### config.mk
export PLATFORM = sky130hd
export DESIGN_NAME = muon_buffer_ctrl_flat
export DESIGN_NICKNAME = d
export VERILOG_FILES = /design/src/rtl/muon_buffer_ctrl_pkg.sv /design/src/rtl/muon_buffer_ctrl_if.sv /design/src/rtl/muon_buffer_ctrl_rr_pick.sv /design/src/rtl/muon_buffer_ctrl.sv /design/src/flat_wrapper.sv
export SDC_FILE = /design/constraint.sdc
export NUM_CORES = 1
export LEC_CHECK = 0
export BUFFER_PORTS_ARGS = -buffer_cell sky130_fd_sc_hd__buf_2
export CAP_MARGIN = 25
export CORE_ASPECT_RATIO = 1.2
export CORE_MARGIN = 2
export CORE_UTILIZATION = 40
export CTS_BUF_LIST = sky130_fd_sc_hd__clkbuf_4
export CTS_CLUSTER_DIAMETER = 50
export DETAILED_ROUTE_END_ITERATION = 16
export RECOVER_POWER = 50
export SETUP_SLACK_MARGIN = 0.15
export SLEW_MARGIN = 5
export SYNTH_ARGS = -nofsm -noshare
export SYNTH_HDL_FRONTEND = slang
export SYNTH_SLANG_ARGS = --single-unit
### constraint.sdc
create_clock -name CLK120 -period 6.03 [get_ports CLK120]
set_input_delay 0.603 -clock CLK120 [delete_from_list [all_inputs] [get_ports CLK120]]
set_output_delay 0.603 -clock CLK120 [all_outputs]
set_load 0.02 [all_outputs]
### src/rtl/muon_buffer_ctrl_pkg.sv
// Shared sizing constants and FSM encoding for the muon buffer write sequencer.
package muon_buffer_ctrl_pkg;

    localparam int MUON_BUF_BITS   = 2;   // log2 of the number of pages
    localparam int MUON_SEGS_BITS  = 6;   // log2 of the number of segments per page
    localparam int MUON_SEG_BITS   = 4;   // log2 of the number of words per segment
    localparam int MUON_DATA_WIDTH = 32;
    localparam int LOST_CNT_W      = 16;

    typedef enum logic [2:0] {
        ST_IDLE      = 3'd0,
        ST_HEADER    = 3'd1,
        ST_CAPTURE   = 3'd2,
        ST_SWITCH    = 3'd3,
        ST_WAIT_FREE = 3'd4
    } muon_state_e;

endpackage

### src/rtl/muon_buffer_ctrl_if.sv
// Trigger/ADC/release inputs and BRAM write/status outputs of the muon buffer sequencer.
interface muon_buffer_ctrl_if
    import muon_buffer_ctrl_pkg::*;
#(
    parameter int BUF_BITS   = MUON_BUF_BITS,
    parameter int MUON_BITS  = MUON_SEGS_BITS,
    parameter int SEG_BITS   = MUON_SEG_BITS,
    parameter int DATA_WIDTH = MUON_DATA_WIDTH
);
    localparam int NUM_BUF = 2**BUF_BITS;
    localparam int ADDR_W  = BUF_BITS + MUON_BITS + SEG_BITS;

    logic                  ENABLE;
    logic                  TRIG;
    logic [DATA_WIDTH-1:0] ADC_WORD;
    logic [NUM_BUF-1:0]    BUF_RELEASE;
    logic                  WR_EN;
    logic [ADDR_W-1:0]     WR_ADDR;
    logic [DATA_WIDTH-1:0] WR_DATA;
    logic [NUM_BUF-1:0]    FULL_MASK;
    logic [BUF_BITS-1:0]   CUR_BUF;
    logic                  IRQ;
    logic                  BUSY;
    logic [LOST_CNT_W-1:0] LOST_CNT;

    // master is the sequencer, slave is the trigger/PS/BRAM side
    modport master (
        input  ENABLE, TRIG, ADC_WORD, BUF_RELEASE,
        output WR_EN, WR_ADDR, WR_DATA, FULL_MASK, CUR_BUF, IRQ, BUSY, LOST_CNT
    );

    modport slave (
        output ENABLE, TRIG, ADC_WORD, BUF_RELEASE,
        input  WR_EN, WR_ADDR, WR_DATA, FULL_MASK, CUR_BUF, IRQ, BUSY, LOST_CNT
    );

endinterface

### src/rtl/muon_buffer_ctrl_rr_pick.sv
// Round-robin first-free page finder: scans start+1, start+2, ... wrapping back to start.
module muon_buf_rr_pick #(
    parameter int BUF_BITS = 2
) (
    input  logic [2**BUF_BITS-1:0] mask_i,
    input  logic [BUF_BITS-1:0]    start_i,
    output logic                   found_o,
    output logic [BUF_BITS-1:0]    idx_o
);
    localparam int NUM_BUF = 2**BUF_BITS;

    logic [BUF_BITS-1:0] cand;

    // scan farthest-first so the nearest free page is the last one written
    always_comb begin
        found_o = 1'b0;
        idx_o   = start_i;
        cand    = start_i;
        for (int off = NUM_BUF; off >= 1; off--) begin
            cand = start_i + BUF_BITS'(off);
            if (!mask_i[cand]) begin
                found_o = 1'b1;
                idx_o   = cand;
            end
        end
    end

endmodule

### src/rtl/muon_buffer_ctrl.sv
// Muon buffer write sequencer: writes one timestamped segment per accepted trigger
// into a rotating set of BRAM pages and tracks page hand-off to the PS.
//
//   state     | meaning
//   ----------+-----------------------------------------------------------
//   IDLE      | armed, waiting for TRIG with ENABLE
//   HEADER    | timestamp word on the write port
//   CAPTURE   | ADC words 1..SEG_LEN-1 on the write port
//   SWITCH    | page just filled, looking for the next free page
//   WAIT_FREE | every page full, waiting for a PS release
module muon_buffer_ctrl
    import muon_buffer_ctrl_pkg::*;
#(
    parameter int BUF_BITS   = MUON_BUF_BITS,
    parameter int MUON_BITS  = MUON_SEGS_BITS,
    parameter int SEG_BITS   = MUON_SEG_BITS,
    parameter int DATA_WIDTH = MUON_DATA_WIDTH
) (
    input logic                CLK120,
    input logic                RESETN,
    muon_buffer_ctrl_if.master bus
);
    localparam int NUM_BUF = 2**BUF_BITS;
    localparam int ADDR_W  = BUF_BITS + MUON_BITS + SEG_BITS;

    muon_state_e           state_q, state_d;
    logic [31:0]           ts_q;
    logic [MUON_BITS-1:0]  seg_q, seg_d;
    logic [SEG_BITS-1:0]   word_q, word_d;
    logic [BUF_BITS-1:0]   cur_q, cur_d;
    logic [NUM_BUF-1:0]    full_q, full_d, full_set;
    logic [LOST_CNT_W-1:0] lost_q, lost_d;
    logic                  wr_en_q, wr_en_d;
    logic                  irq_q, irq_d;
    logic                  busy_q, busy_d;
    logic [ADDR_W-1:0]     wr_addr_q, wr_addr_d;
    logic [DATA_WIDTH-1:0] wr_data_q, wr_data_d;
    logic                  seg_last_done;
    logic                  pick_found;
    logic [BUF_BITS-1:0]   pick_idx;

    assign seg_last_done = (state_q == ST_CAPTURE) && (&word_q) && (&seg_q);

    always_comb begin
        full_set = '0;
        if (seg_last_done) full_set[cur_q] = 1'b1;
    end

    // releases only clear registered flags; a same-cycle set overrides a release
    assign full_d = (full_q & ~bus.BUF_RELEASE) | full_set;

    muon_buf_rr_pick #(.BUF_BITS(BUF_BITS)) u_pick (
        .mask_i  (full_d),
        .start_i (cur_q),
        .found_o (pick_found),
        .idx_o   (pick_idx)
    );

    always_comb begin
        state_d   = state_q;
        seg_d     = seg_q;
        word_d    = word_q;
        cur_d     = cur_q;
        wr_en_d   = 1'b0;
        wr_addr_d = wr_addr_q;
        wr_data_d = wr_data_q;
        irq_d     = 1'b0;
        lost_d    = lost_q;
        if (bus.TRIG && (state_q != ST_IDLE) && !(&lost_q)) lost_d = lost_q + LOST_CNT_W'(1);
        case (state_q)
            ST_IDLE: begin
                if (bus.TRIG && bus.ENABLE) begin
                    state_d   = ST_HEADER;
                    wr_en_d   = 1'b1;
                    wr_addr_d = {cur_q, seg_q, {SEG_BITS{1'b0}}};
                    wr_data_d = DATA_WIDTH'(ts_q);
                end
            end
            ST_HEADER: begin
                state_d   = ST_CAPTURE;
                word_d    = SEG_BITS'(1);
                wr_en_d   = 1'b1;
                wr_addr_d = {cur_q, seg_q, SEG_BITS'(1)};
                wr_data_d = bus.ADC_WORD;
            end
            ST_CAPTURE: begin
                if (!(&word_q)) begin
                    word_d    = word_q + SEG_BITS'(1);
                    wr_en_d   = 1'b1;
                    wr_addr_d = {cur_q, seg_q, word_q + SEG_BITS'(1)};
                    wr_data_d = bus.ADC_WORD;
                end else if (&seg_q) begin
                    seg_d   = '0;
                    irq_d   = 1'b1;
                    state_d = ST_SWITCH;
                end else begin
                    seg_d   = seg_q + MUON_BITS'(1);
                    state_d = ST_IDLE;
                end
            end
            ST_SWITCH, ST_WAIT_FREE: begin
                if (pick_found) begin
                    cur_d   = pick_idx;
                    state_d = ST_IDLE;
                end else begin
                    state_d = ST_WAIT_FREE;
                end
            end
            default: state_d = ST_IDLE;
        endcase
        busy_d = (state_d != ST_IDLE);
    end

    always_ff @(posedge CLK120 or negedge RESETN) begin
        if (!RESETN) begin
            state_q   <= ST_IDLE;
            ts_q      <= '0;
            seg_q     <= '0;
            word_q    <= '0;
            cur_q     <= '0;
            full_q    <= '0;
            lost_q    <= '0;
            wr_en_q   <= 1'b0;
            irq_q     <= 1'b0;
            busy_q    <= 1'b0;
            wr_addr_q <= '0;
            wr_data_q <= '0;
        end else begin
            state_q   <= state_d;
            ts_q      <= ts_q + 32'd1;
            seg_q     <= seg_d;
            word_q    <= word_d;
            cur_q     <= cur_d;
            full_q    <= full_d;
            lost_q    <= lost_d;
            wr_en_q   <= wr_en_d;
            irq_q     <= irq_d;
            busy_q    <= busy_d;
            wr_addr_q <= wr_addr_d;
            wr_data_q <= wr_data_d;
        end
    end

    assign bus.WR_EN     = wr_en_q;
    assign bus.WR_ADDR   = wr_addr_q;
    assign bus.WR_DATA   = wr_data_q;
    assign bus.FULL_MASK = full_q;
    assign bus.CUR_BUF   = cur_q;
    assign bus.IRQ       = irq_q;
    assign bus.BUSY      = busy_q;
    assign bus.LOST_CNT  = lost_q;

endmodule

### src/flat_wrapper.sv
// flat-port wrapper written by rule: the top's interface ports become plain ports
module muon_buffer_ctrl_flat import muon_buffer_ctrl_pkg::*;
#(
    parameter int BUF_BITS   = MUON_BUF_BITS,
    parameter int MUON_BITS  = MUON_SEGS_BITS,
    parameter int SEG_BITS   = MUON_SEG_BITS,
    parameter int DATA_WIDTH = MUON_DATA_WIDTH
)
  (CLK120, RESETN, bus_ENABLE, bus_TRIG, bus_ADC_WORD, bus_BUF_RELEASE, bus_WR_EN, bus_WR_ADDR, bus_WR_DATA, bus_FULL_MASK, bus_CUR_BUF, bus_IRQ, bus_BUSY, bus_LOST_CNT);
  muon_buffer_ctrl_if #(.BUF_BITS(BUF_BITS), .MUON_BITS(MUON_BITS), .SEG_BITS(SEG_BITS), .DATA_WIDTH(DATA_WIDTH)) bus_i ();
  input logic CLK120;
  input logic RESETN;
  input wire logic [$bits(bus_i.ENABLE)-1:0] bus_ENABLE;
  input wire logic [$bits(bus_i.TRIG)-1:0] bus_TRIG;
  input wire logic [$bits(bus_i.ADC_WORD)-1:0] bus_ADC_WORD;
  input wire logic [$bits(bus_i.BUF_RELEASE)-1:0] bus_BUF_RELEASE;
  output wire logic [$bits(bus_i.WR_EN)-1:0] bus_WR_EN;
  output wire logic [$bits(bus_i.WR_ADDR)-1:0] bus_WR_ADDR;
  output wire logic [$bits(bus_i.WR_DATA)-1:0] bus_WR_DATA;
  output wire logic [$bits(bus_i.FULL_MASK)-1:0] bus_FULL_MASK;
  output wire logic [$bits(bus_i.CUR_BUF)-1:0] bus_CUR_BUF;
  output wire logic [$bits(bus_i.IRQ)-1:0] bus_IRQ;
  output wire logic [$bits(bus_i.BUSY)-1:0] bus_BUSY;
  output wire logic [$bits(bus_i.LOST_CNT)-1:0] bus_LOST_CNT;
  assign bus_i.ENABLE = bus_ENABLE;
  assign bus_i.TRIG = bus_TRIG;
  assign bus_i.ADC_WORD = bus_ADC_WORD;
  assign bus_i.BUF_RELEASE = bus_BUF_RELEASE;
  assign bus_WR_EN = bus_i.WR_EN;
  assign bus_WR_ADDR = bus_i.WR_ADDR;
  assign bus_WR_DATA = bus_i.WR_DATA;
  assign bus_FULL_MASK = bus_i.FULL_MASK;
  assign bus_CUR_BUF = bus_i.CUR_BUF;
  assign bus_IRQ = bus_i.IRQ;
  assign bus_BUSY = bus_i.BUSY;
  assign bus_LOST_CNT = bus_i.LOST_CNT;
  muon_buffer_ctrl #(.BUF_BITS(BUF_BITS), .MUON_BITS(MUON_BITS), .SEG_BITS(SEG_BITS), .DATA_WIDTH(DATA_WIDTH)) u_core (.CLK120(CLK120), .RESETN(RESETN), .bus(bus_i));
endmodule
# --- Word level (Yosys, flattened, before mapping) ---
# Cells that the tools add are included.
totals:
  ff_bits: 114
  inputBits: 40
  out_inout_bits: 69
  wordCells: 92
op_classes:
  n_addsub: 7
  n_lt_le_gt_ge: 5
  n_eq_ne: 7
  muxes: 38
  n_bitwise: 3
  n_reduce_logical: 20
ops:
  columns: ["op", "n"]
  rows:
  - ["32-bit case mux with 3 select lines", 1]
  - ["32-bit 2-to-1 mux", 2]
  - ["12-bit case mux with 3 select lines", 1]
  - ["32-bit by 1-bit adder with 32-bit output, second input constant", 1]
  - ["12-bit 2-to-1 mux", 2]
  - ["16-bit by 1-bit adder with 16-bit output, second input constant", 1]
  - ["16-bit AND reduction", 1]
  - ["1-bit 2-to-1 mux", 14]
  - ["2-bit by 3-bit less-than comparator with 1-bit output, second input constant", 4]
  - ["3-bit case mux with 4 select lines", 1]
  - ["3-bit 2-to-1 mux", 3]
  - ["3-bit nonzero test", 3]
  - ["1-bit binary-select mux with 2-bit select", 4]
  - ["2-bit 2-to-1 mux", 4]
  - ["4-bit 2-to-1 mux", 2]
  - ["4-bit case mux with 2 select lines", 1]
  - ["6-bit by 1-bit adder with 6-bit output, second input constant", 1]
  - ["3-bit by 2-bit == test with 1-bit output, second input constant", 2]
  - ["1-bit logical AND", 6]
  - ["6-bit 2-to-1 mux", 1]
  - ["3-bit AND reduction", 2]
  - ["6-bit AND reduction", 1]
  - ["5-bit AND reduction", 1]
  - ["2-bit adder, second input constant", 2]
  - ["other kinds (19)", 19]

# --- Depth between registers and ports, before layout ---
logic_depth:
  word_depth: 15
  depth_mapped: 10
  depth_no_buf: 8

# --- Hierarchy ---
# Synthesis repeated with hierarchy kept, for this count alone.
unflattened:
  cells_unflattened: 459
  area_unflattened_um2: 5496.5
modules_own_cells:
  columns: ["mod", "instances", "cells_each", "area_each_um2", "seq_area_each_um2"]
  rows:
  - ["muon_buffer_ctrl", 1, 445, 5418.9, 2852.7]
  - ["muon_buf_rr_pick", 1, 14, 77.6, 0.0]

# --- Worst setup path before layout ---
# OpenSTA, ideal clock, no wires.
synth_path:
  path_type: "reg2reg"
  from: "reg u_core.word_q[0]"
  to: "reg u_core.cur_q[1], in the netlist u_core.bus.CUR_BUF[1]"
  t_arrival_ns: 2.203
  path_slack_ns: 3.702
  stages_incl_launch_ff: 9
  n_path_buf: 0
  path_cell_list: "dfrtp_1 ha_1 and3_1 nor4b_4 a21oi_2 inv_1 o2111a_1 or3_4 mux2_4"
synth_via:
  elab_chain_cells: 12
synth_rtl:
  columns: ["item", "line_no", "text"]
  rows:
  - ["start, declared", "muon_buffer_ctrl.sv:29", "logic [SEG_BITS-1:0] word_q, word_d;"]
  - ["start signal, assigned", "muon_buffer_ctrl.sv:132", "word_q <= word_d;"]
  - ["4-bit AND reduction (*)", "muon_buffer_ctrl.sv:42", "assign seg_last_done = (state_q == ST_CAPTURE) && (&word_q) && (&seg_q);"]
  - ["1-bit logical AND (*) (2 in series)", "muon_buffer_ctrl.sv:42", null]
  - ["4-bit 2-to-1 mux (*)", "muon_buffer_ctrl.sv:46", "if (seg_last_done) full_set[cur_q] = 1'b1;"]
  - ["4-bit OR (*)", "muon_buffer_ctrl.sv:50", "assign full_d = (full_q & ~bus.BUF_RELEASE) | full_set;"]
  - ["via u_core.full_d[2]", "muon_buffer_ctrl.sv:31", "logic [NUM_BUF-1:0] full_q, full_d, full_set;"]
  - ["1-bit binary-select mux with 2-bit select", "muon_buffer_ctrl_rr_pick.sv:21", "if (!mask_i[cand]) begin"]
  - ["1-bit 2-to-1 mux (implied by the code)", "muon_buffer_ctrl_rr_pick.sv:21", null]
  - ["1-bit 2-to-1 mux (4 in series)", "muon_buffer_ctrl_rr_pick.sv:21", null]
  - ["3-bit AND reduction (no line)", null, null]
  - ["end signal, assigned", "muon_buffer_ctrl.sv:133", "cur_q <= cur_d;"]
  - ["end, declared", "muon_buffer_ctrl.sv:30", "logic [BUF_BITS-1:0] cur_q, cur_d;"]
# Mark *: on every way through the listed nets, which the timed path passes. The rest lies on a longest branch. The select of a mux whose other input is x is not followed.
# A chain may end at the register's enable or synchronous reset.

==> flow_summary_export.csv <==
group,metric,value,unit
pwr,ir_drop,252,uV
sta,drv_slew,70,
sta,period_needed,3.40,ns
cts,cts_setup_buffers,0,
cts,ctsResizeCount,0,
grt,gr-total-overflow,0,
pwr,leakage,3.07,nW
routing,via_per_inst,5.04,
synth,syn_inst,478,
synth,avgSynthCellArea,11.0,sq um
floorplan,core_area,12700,sq um
critical_path,slowest_stage,"clkbuf_1",
cts,cts.sinks,114,
synth,synth-main-ff-cell,"dfrtp_1",
finish,fin_util,48.4,%
sta,post-route-period-util,56.4,%
sta,relSlewSlack,-144,%
routing,num_vias,3853,
critical_path,cp-start-kind,"input port",
critical_path,crit_path_max_incr_delay,2.54,ns
critical_path,worstPathCellList,"clkbuf_1 > buf_4",
place,post-dp-hpwl,7540,um
place,pre_cts_slack,3.19,ns
critical_path,worstPathRequired,6.65,ns
sta,worst_slack,2.63,ns
routing,totalWireLength,10800,um
place,io_buffers,108,
sta,tightest_slew,3.66,ns
cts,clockBufferDepth,2,
sta,rsz0062_at_grt,"false",
synth,synth_seq_area_share,54.3,%
finish,fin_cells,764,
synth,ys_seq_elements,114,
critical_path,crit_buf_inv,2,
sta,finalSetupTns,0,ns
cts,root_buffer,"clkbuf_4",
cts,cts_tree,"built",
run_status,outcome,"complete, but fails checks",
finish,nNetsFinal,638,
cts,insertion_delay,0.52,ns
sta,hold_viol,0,
place,gp_congestion,0.859,
finish,syn2layout_area_growth,17.3,%
hold_path,hold_class,"input port to register",
cts,cts-htree-levels,4,
sta,max_freq,294,MHz
routing,wl_per_cell,14.1,um
pwr,power_density,422,nW/um^2
run_status,violations,"max-capacitance violations, max-slew violations",
floorplan,fp.dieH,130,um
critical_path,cp_top_family,"buffers and inverters",
place,dp.cells,735,
routing,drc,0,
finish,antennaDiodeCount,0,
critical_path,worstSetupEndpointType,"asynchronous set/reset pin",
sta,fin_hold_ws,0.379,ns
finish,n_fill_cell,1253,
flow_run,maxCapViolCount,1,
synth,synth-edff-count,0,
cts,postCtsHoldBufs,0,
floorplan,start_util,41.3,%
floorplan,dieWidth,109,um
floorplan,rows,45,
grt,grtUsageTotal,16.6,%
floorplan,die_area,14100,sq um
grt,grt_pass1_wl,18000,um
floorplan,boundaryPins,109,
critical_path,worstSetupPathType,"input port to asynchronous set/reset pin",
routing,final_antenna_net_count,0,
sta,skew,0.0160,ns
sta,setup_viol,0,
synth,syn_nets,526,
synth,synthDistinctLibCells,54,
critical_path,worst_ep_arrival_time,4.02,ns
finish,drive_above_1_share,23.8,%
synth,synth_area,5250,sq um
cts,clk_pin_slew,0.09,ns
critical_path,path_max_fanout,69,
grt,antenna_found_initial,1,
grt,grt_max_degree,70,
routing,drtIter0Drc,154,
synth,ys_warn_count,0,
routing,firstDrtPassIters,6,
cts,numCtsBuffers,17,
synth,async_flop_share,100,%
grt,grt_pass1_vias,3827,
[final timing paths]
kind / depth (start not counted) / slack, ns / start / endpoint
min reg2reg: 1 / 0.48 / u_core.ts_q[31] / u_core.ts_q[31]
min in group asynchronous: 1 / 1.34 / RESETN / u_core.bus.FULL_MASK[0]
max: 2 / 2.63 / RESETN / u_core.seg_q[3]
max in group CLK120: 7 / 3.16 / u_core.state_q[2] / u_core.bus.CUR_BUF[1]
min: 3 / 0.38 / bus_ADC_WORD[11] / u_core.bus.WR_DATA[11]
max reg2reg: 7 / 3.16 / u_core.state_q[2] / u_core.bus.CUR_BUF[1]
[synthesized netlist by cell type, types with 10 or more instances]
cell     number  area [sq um]
inv_1        10          37.5
dfrtp_1     114          2850
mux2i_1      33           330
xnor2_1      32           280
a21oi_1      38           190
and3_1       16           100
nand2_1      36           135
xor2_1       17           149
nand3_1      20           100
nor2_1       50           188
o21ai_0      13          65.1
[flip-flops by register name, summed over array words and instances (netlist names)]
| name | flops |
|---|---|
| u_core.bus.BUSY | 1 |
| u_core.bus.CUR_BUF | 2 |
| u_core.bus.FULL_MASK | 4 |
| u_core.bus.IRQ | 1 |
| u_core.bus.LOST_CNT | 16 |
| u_core.bus.WR_ADDR | 12 |
| u_core.bus.WR_DATA | 32 |
| u_core.bus.WR_EN | 1 |
| u_core.seg_q | 6 |
| u_core.state_q | 3 |
| u_core.ts_q | 32 |
| u_core.word_q | 4 |
[kinds of logic after synthesis]
group / synth area share [%]
simple gates: 15.7
flops: 54.3
compound gates: 9.12
xor+xnor: 8.17
mux: 8.29
buf+inv: 2.53
fa+ha+maj: 1.91
[through the flow]
step                      instance area [sq um]  total power, mW
final                                      6160             2.60
after global routing                       6160             2.80
after CTS                                  6180             2.65
after detailed placement                   5940             2.12
after global placement                     5940             2.10
after floorplan                            5250             1.82
[worst register-to-register path, delay by kind of cell (launching register included)]
| family | cells | cell delay [ns] |
|---|---|---|
| multiplexers | 1 | 0.29 |
| buffers and inverters | 1 | 0.19 |
| AO/OA/AOI/OAI | 2 | 0.46 |
| flip-flops | 1 | 0.49 |
| AND/OR/NAND/NOR | 3 | 1.34 |
[layer usage]
metal	track usage [%]	part of all wire [%]	up-vias
met2	26.8	47	102
li1	-	-	1883
met5	0	0.12	-
met4	6.79	1.8	2
met3	6.44	6.8	16
met1	19.9	44	1850
[cells in the final DEF (no fill, tap or decap), drive strengths merged, types with 3 or more instances in the layout]
cell / count
o31ai: 3
nor2b: 4
xnor2: 32
clkinv: 7
nor2: 50
o21ai: 14
and3: 16
mux2i: 33
or3: 4
nand3: 20
ha: 8
and2: 5
nor3: 3
inv: 10
nand2b: 5
dfrtp: 114
clkbuf: 35
nand2: 36
and4: 3
nand4: 8
mux2: 9
buf: 96
a21oi: 39
xor2: 17
[where the power goes]
part	internal (mW)	switching, mW	leakage, nW	total, mW
logic	0.373	0.637	1.45	1.01
clock network	0.247	0.269	0.143	0.515
registers	0.942	0.134	1.47	1.08
[final cells by class]
class | instances | area (sq um) | share of cell area [%]
inverter | 10 | 37.5 | 0.609
timing repair buffer | 111 | 544 | 8.83
clock inverter | 9 | 92.6 | 1.50
clock buffer | 20 | 150 | 2.44
tap | 164 | 205 | 3.33
multi-input combinational | 336 | 2280 | 37.0
sequential | 114 | 2850 | 46.3
No activity file was read; power rests on OpenSTA's default activity.
